**src/rtl/lm32_dtlb_walker.sv**
```systemverilog
// DTLB hardware refill engine: on a DTLB miss, fetches one PTE from a linear
// page table over a Wishbone classic master port and issues a TLB update or a page fault.
module lm32_dtlb_walker #(
  parameter int page_size = 4096,
  parameter int timeout   = 255
) (
  input  logic        clk_i,
  input  logic        rst_n_i,
  input  logic        enable_i,
  input  logic [31:0] ptbr_i,
  input  logic        miss_i,
  input  logic [31:0] miss_addr_i,
  output logic [31:0] wb_adr_o,
  output logic        wb_cyc_o,
  output logic        wb_stb_o,
  output logic        wb_we_o,
  output logic [3:0]  wb_sel_o,
  input  logic [31:0] wb_dat_i,
  input  logic        wb_ack_i,
  input  logic        wb_err_i,
  output logic        tlb_update_o,
  output logic [31:0] tlb_vaddr_o,
  output logic [31:0] tlb_paddr_o,
  output logic        page_fault_o,
  output logic [31:0] fault_addr_o,
  output logic        busy_o
);

  localparam int OFF = $clog2(page_size);
  localparam int CW  = (timeout < 1) ? 1 : $clog2(timeout + 1);
  localparam logic [31:0] PG_MASK = ~(32'(page_size) - 32'd1);

  typedef enum logic [2:0] {S_IDLE, S_REQ, S_UPDATE, S_FAULT, S_DRAIN} state_t;

  state_t        r_state, w_next;
  logic [CW-1:0] r_cnt;
  logic [31:0]   r_va;
  logic [31:0]   r_adr;
  logic          r_cyc;
  logic          r_update, r_fault, r_busy;
  logic [31:0]   r_vaddr, r_paddr, r_fault_addr;

  logic          w_timeout;
  logic [31:0]   w_vpn_ofs;
  logic [31:0]   w_pte_adr;

  assign w_timeout = (r_cnt == CW'(timeout));
  // Word offset of the PTE; the add wraps modulo 2^32 by construction.
  assign w_vpn_ofs = (miss_addr_i >> OFF) << 2;
  assign w_pte_adr = ptbr_i + w_vpn_ofs;

  always_ff @(posedge clk_i or negedge rst_n_i) begin
    if (!rst_n_i) r_state <= S_IDLE;
    else          r_state <= w_next;
  end

  always_comb begin
    w_next = r_state;
    case (r_state)
      S_IDLE:   if (miss_i && enable_i) w_next = S_REQ;
      S_REQ: begin
        if (wb_err_i)       w_next = S_FAULT;
        else if (wb_ack_i)  w_next = wb_dat_i[0] ? S_UPDATE : S_FAULT;
        else if (w_timeout) w_next = S_FAULT;
      end
      S_UPDATE: w_next = S_DRAIN;
      S_FAULT:  w_next = S_DRAIN;
      // Hold off until the DTLB drops its pending miss, else we would re-walk it.
      S_DRAIN:  if (!miss_i) w_next = S_IDLE;
      default:  w_next = S_IDLE;
    endcase
  end

  always_ff @(posedge clk_i or negedge rst_n_i) begin
    if (!rst_n_i) begin
      r_cnt <= '0;
      r_va  <= '0;
      r_adr <= '0;
    end else if (r_state == S_IDLE && w_next == S_REQ) begin
      r_cnt <= '0;
      r_va  <= miss_addr_i;
      r_adr <= w_pte_adr;
    end else if (r_state == S_REQ && w_next == S_REQ) begin
      r_cnt <= r_cnt + 1'b1;
    end
  end

  // Outputs are decoded from the next state so they are flop outputs in the state they belong to.
  always_ff @(posedge clk_i or negedge rst_n_i) begin
    if (!rst_n_i) begin
      r_cyc        <= 1'b0;
      r_update     <= 1'b0;
      r_fault      <= 1'b0;
      r_busy       <= 1'b0;
      r_vaddr      <= '0;
      r_paddr      <= '0;
      r_fault_addr <= '0;
    end else begin
      r_cyc    <= (w_next == S_REQ);
      r_update <= (w_next == S_UPDATE);
      r_fault  <= (w_next == S_FAULT);
      r_busy   <= (w_next != S_IDLE);
      if (r_state == S_REQ && w_next == S_UPDATE) begin
        r_vaddr <= r_va & PG_MASK;
        r_paddr <= wb_dat_i & PG_MASK;
      end
      if (r_state == S_REQ && w_next == S_FAULT)
        r_fault_addr <= r_va;
    end
  end

  assign wb_adr_o     = r_adr;
  assign wb_cyc_o     = r_cyc;
  assign wb_stb_o     = r_cyc;
  assign wb_we_o      = 1'b0;
  assign wb_sel_o     = 4'b1111;
  assign tlb_update_o = r_update;
  assign tlb_vaddr_o  = r_vaddr;
  assign tlb_paddr_o  = r_paddr;
  assign page_fault_o = r_fault;
  assign fault_addr_o = r_fault_addr;
  assign busy_o       = r_busy;

endmodule

```
**config.mk**
```make
export PLATFORM = sky130hd
export DESIGN_NAME = lm32_dtlb_walker
export DESIGN_NICKNAME = d
export VERILOG_FILES = /design/src/rtl/lm32_dtlb_walker.sv
export SDC_FILE = /design/constraint.sdc
export NUM_CORES = 1
export LEC_CHECK = 0
export CAP_MARGIN = 40
export CORE_ASPECT_RATIO = 1.1
export CORE_MARGIN = 1
export CORE_UTILIZATION = 40
export CTS_CLUSTER_SIZE = 20
export DETAILED_ROUTE_END_ITERATION = 12
export PLACE_DENSITY = 0.83
export SETUP_SLACK_MARGIN = 0.2
export SLEW_MARGIN = 20
export SYNTH_ARGS = -nofsm -noshare
export SYNTH_HDL_FRONTEND = slang
export SYNTH_SLANG_ARGS = --single-unit
```
**constraint.sdc**
```tcl
create_clock -name clk_i -period 4.8 [get_ports clk_i]
set_clock_uncertainty 0.15 [all_clocks]
set_input_delay 1.2 -clock clk_i [delete_from_list [all_inputs] [get_ports clk_i]]
set_output_delay 1.2 -clock clk_i [all_outputs]
set_load 0.05 [all_outputs]
```
==> flow_metrics.py <==
metrics = {
    "pwr": {
        "ir_drop_uv": 373,
        "leakage_uw": 0.00479,
        "power_uw": 6800,
        "powerDensity_nw_per_um2": 695,
    },
    "yosys": {
        "synth_simple_gate_area_share_pct": 24.4,
        "yosysSeqAreaShare_pct": 53.9,
        "avgSynthCellArea_um2": 8.92,
        "yosys_warnings": 0,
        "synthAdderAreaFrac_pct": 4.03,
        "synth.distinct_cells": 52,
        "synth_compound_area_share_pct": 8.28,
        "syn_area_um2": 7010,
        "ys_ff_latch": 151,
        "synth_top_family_by_area": "simple AND/OR/NAND/NOR gates",
        "syn_inst": 786,
        "synth-xor-area-share_pct": 3.87,
        "synthMuxAreaShare_pct": 0.161,
    },
    "setup_path": {
        "rrSetupSlack_ps": 2300,
        "arrival_ps": 3750,
        "worstSetupStartpoint": "ptbr_i[2]",
        "timing.rr.end": "tlb_paddr_o[16]",
        "path_cells": "clkdlybuf4s50_1, ha_1, fa_1, a211oi_1, o21bai_1, o21ai_2, nand3b_2, o211a_1, nor2_1, xor2_1, o21ai_1",
        "r2r_start": "r_state[2]",
        "critPathKind": "input port to flip-flop",
        "critPathSlowestCell": "fa_1",
        "path_max_fanout": 3,
        "critPathLaunchType": "input port",
        "worstSetupEndpoint": "wb_adr_o[18]",
        "required_ps": 4950,
        "max_stage_delay_ps": 450,
        "endpoint_kind": "flip-flop",
        "reg2regPathDepth": 8,
    },
    "grt": {
        "grt_pass1_wl_um": 28900,
        "grt_pass1_vias": 5648,
        "grtUsageTotal_pct": 20.7,
        "antenna_found_initial": 0,
        "grt_max_degree": 92,
        "grt_overflow": 0,
    },
    "placed_design": {
        "portBuffers": 199,
        "hpwl_um": 12700,
        "gp_congestion": 0.873,
        "placed_cell_area_um2": 9130,
    },
    "detailed_routing": {
        "wl_met2_um": 8910,
        "wl_per_cell_um": 14.6,
        "vias": 5810,
        "routed.top_layer": "met4",
        "routed_wl_um": 17900,
        "postRouteAntennaNets": 0,
        "route.met3.wl_um": 1020,
        "vias_per_cell": 4.75,
        "drc": 0,
        "first_iter_violations": 262,
        "drtPass1Iterations": 4,
        "m1WireLength_um": 7670,
    },
    "cts": {
        "cts_root_buf": "clkbuf_16",
        "htreeDepth": 4,
        "cts_resized": 0,
        "clk_path_buf_depth": 2,
        "cts_buffers": 17,
        "hold_buffers": 0,
        "clkSlewWorstSetupHoldPaths_ps": 60,
        "clkSinkCount": 151,
        "postCtsSetupBuffers": 0,
        "worstSkewPairLatency_ps": 420,
        "cts_tree": "built",
    },
    "timing": {
        "rsz0062_at_grt": "no",
        "slew_violations": 0,
        "finalCritPeriodShare_pct": 75.0,
        "fmax_ghz": 0.278,
        "worst_pin_slew_ps": 690,
        "finalCriticalPeriod_ps": 3600,
        "slew_headroom_pct": 54.0,
        "setup_violations": 0,
        "fin_tns_setup_ps": 0,
        "hold_violations": 0,
    },
    "layout": {
        "syn_to_final_growth_pct": 39.5,
        "fin_nets": 1102,
        "drive_gt1_share_pct": 5.76,
        "design_area_um2": 9790,
        "fill_cells": 1517,
        "diodes": 0,
    },
    "die": {
        "fp.dieW_um": 128,
        "coreArea_um2": 17100,
        "die-area_um2": 18100,
        "initial_core_util_pct": 41.1,
        "row_count": 50,
        "boundaryPins": 240,
        "die_h_um": 141,
    },
    "run": {
        "cap_violations": 0,
    },
    "min_path": {
        "holdCritStartpoint": "fault_addr_o[20]",
        "min_path_type": "flip-flop to flip-flop",
        "min_path_cells": 2,
    },
    "outcome": {
        "status": "finished, final reports clean",
    },
}
## per-layer routing
metal / GRT usage [%] / vias up
met4: 6.69 / 0
met5: 0 / -
li1: - / 2855
met3: 5.69 / 22
met1: 25.9 / 2770
met2: 34.6 / 163
## cells in the final DEF, fill, tap and decap left out, drive strengths merged, types with 8 or more instances in the layout
cell type	n
ha	21
buf	9
o21ai	37
dfrtp	151
nand3	8
xnor2	11
o21a	8
clkbuf	21
xor2	20
a21oi	16
nor2	19
conb	29
nand2	365
clkdlybuf4s50	198
## flip-flops by register name (all words and copies together), names as in the netlist
register / count
wb_adr_o: 32
tlb_vaddr_o: 20
page_fault_o: 1
wb_cyc_o: 1
tlb_paddr_o: 20
r_va: 32
fault_addr_o: 32
r_cnt: 8
tlb_update_o: 1
r_state: 3
busy_o: 1
## cells in the mapped netlist (all sizes together)
library cell,n,area [µm²]
nor2b,4,25.0
ha,21,263
o21a,8,61.3
o21ba,1,10.0
inv,5,18.8
nor3,3,20.0
nand2b,3,18.8
nor4,2,12.5
a22o,1,8.76
fa,1,20.0
dfrtp,151,3780
a21o,7,52.6
o31ai,1,7.51
a2111oi,1,15.0
a21boi,1,11.3
clkbuf,22,82.6
nand2,365,1370
nand3b,1,11.3
o21ai,37,189
xnor2,11,96.3
nand4,7,43.8
a21oi,16,95.1
and2b,2,15.0
xor2,20,175
o211ai,1,7.51
a31oi,2,12.5
o21bai,1,7.51
or3,1,6.26
a211oi,5,47.5
a31o,2,17.5
and3,4,25.0
and4,1,8.76
a41oi,1,8.76
conb,2,7.51
a41o,1,10.0
nand3,8,40.0
and2,4,25.0
buf,39,270
nor2,19,71.3
nor4b,1,15.0
mux2,1,11.3
o211a,1,10.0
a211o,1,8.76
## power by group
| part | switching [µW] | total, µW | internal, µW |
|---|---|---|---|
| registers | 304 | 2110 | 1800 |
| clock network | 522 | 1430 | 913 |
| logic | 2220 | 3260 | 1040 |
| total | 3050 | 6800 | 3750 |
## metrics by stage
| step | setup slack (ps) | utilization (%) | std cells | hold WS (ps) |
|---|---|---|---|---|
| finish | 1200 | 57.3 | 1224 | 321 |
| detailed placement | 748 | 53.4 | 1192 | 309 |
| CTS | 1200 | 57.2 | 1223 | 323 |
| floorplan | 1510 | - | 813 | 289 |
| global placement | 779 | 53.4 | 1192 | 297 |
| global route | 1030 | 57.3 | 1224 | 338 |
## kinds of logic after synthesis
group | Yosys count
simple gates | 425
flops | 151
compound gates | 88
buf+inv | 66
xor+xnor | 31
fa+ha+maj | 22
other cells | 2
mux | 1
## worst min-delay path by stage
stage,slack [ps],to
floorplan,290,fault_addr_o[0]
global placement,300,fault_addr_o[5]
detailed placement,310,fault_addr_o[6]
CTS,320,fault_addr_o[11]
global route,340,fault_addr_o[5]
finish,320,fault_addr_o[20]
## area by class of cell
cell class	count	area [µm²]	share of cell area, %
timing repair buffer	207	2080	21.2
clock inverter	10	168	1.71
inverter	5	18.8	0.192
multi-input combinational	596	2980	30.4
clock buffer	21	470	4.81
sequential	151	3780	38.6
tap	234	293	2.99
## critical path: cells and delay by family
family / cells / cell delay (ps)
compound gates: 5 / 1010
xor+xnor: 1 / 160
fa+ha+maj: 2 / 720
buf+inv: 1 / 410
simple gates: 2 / 250
Note: power is estimated with default switching activity, not from simulation.
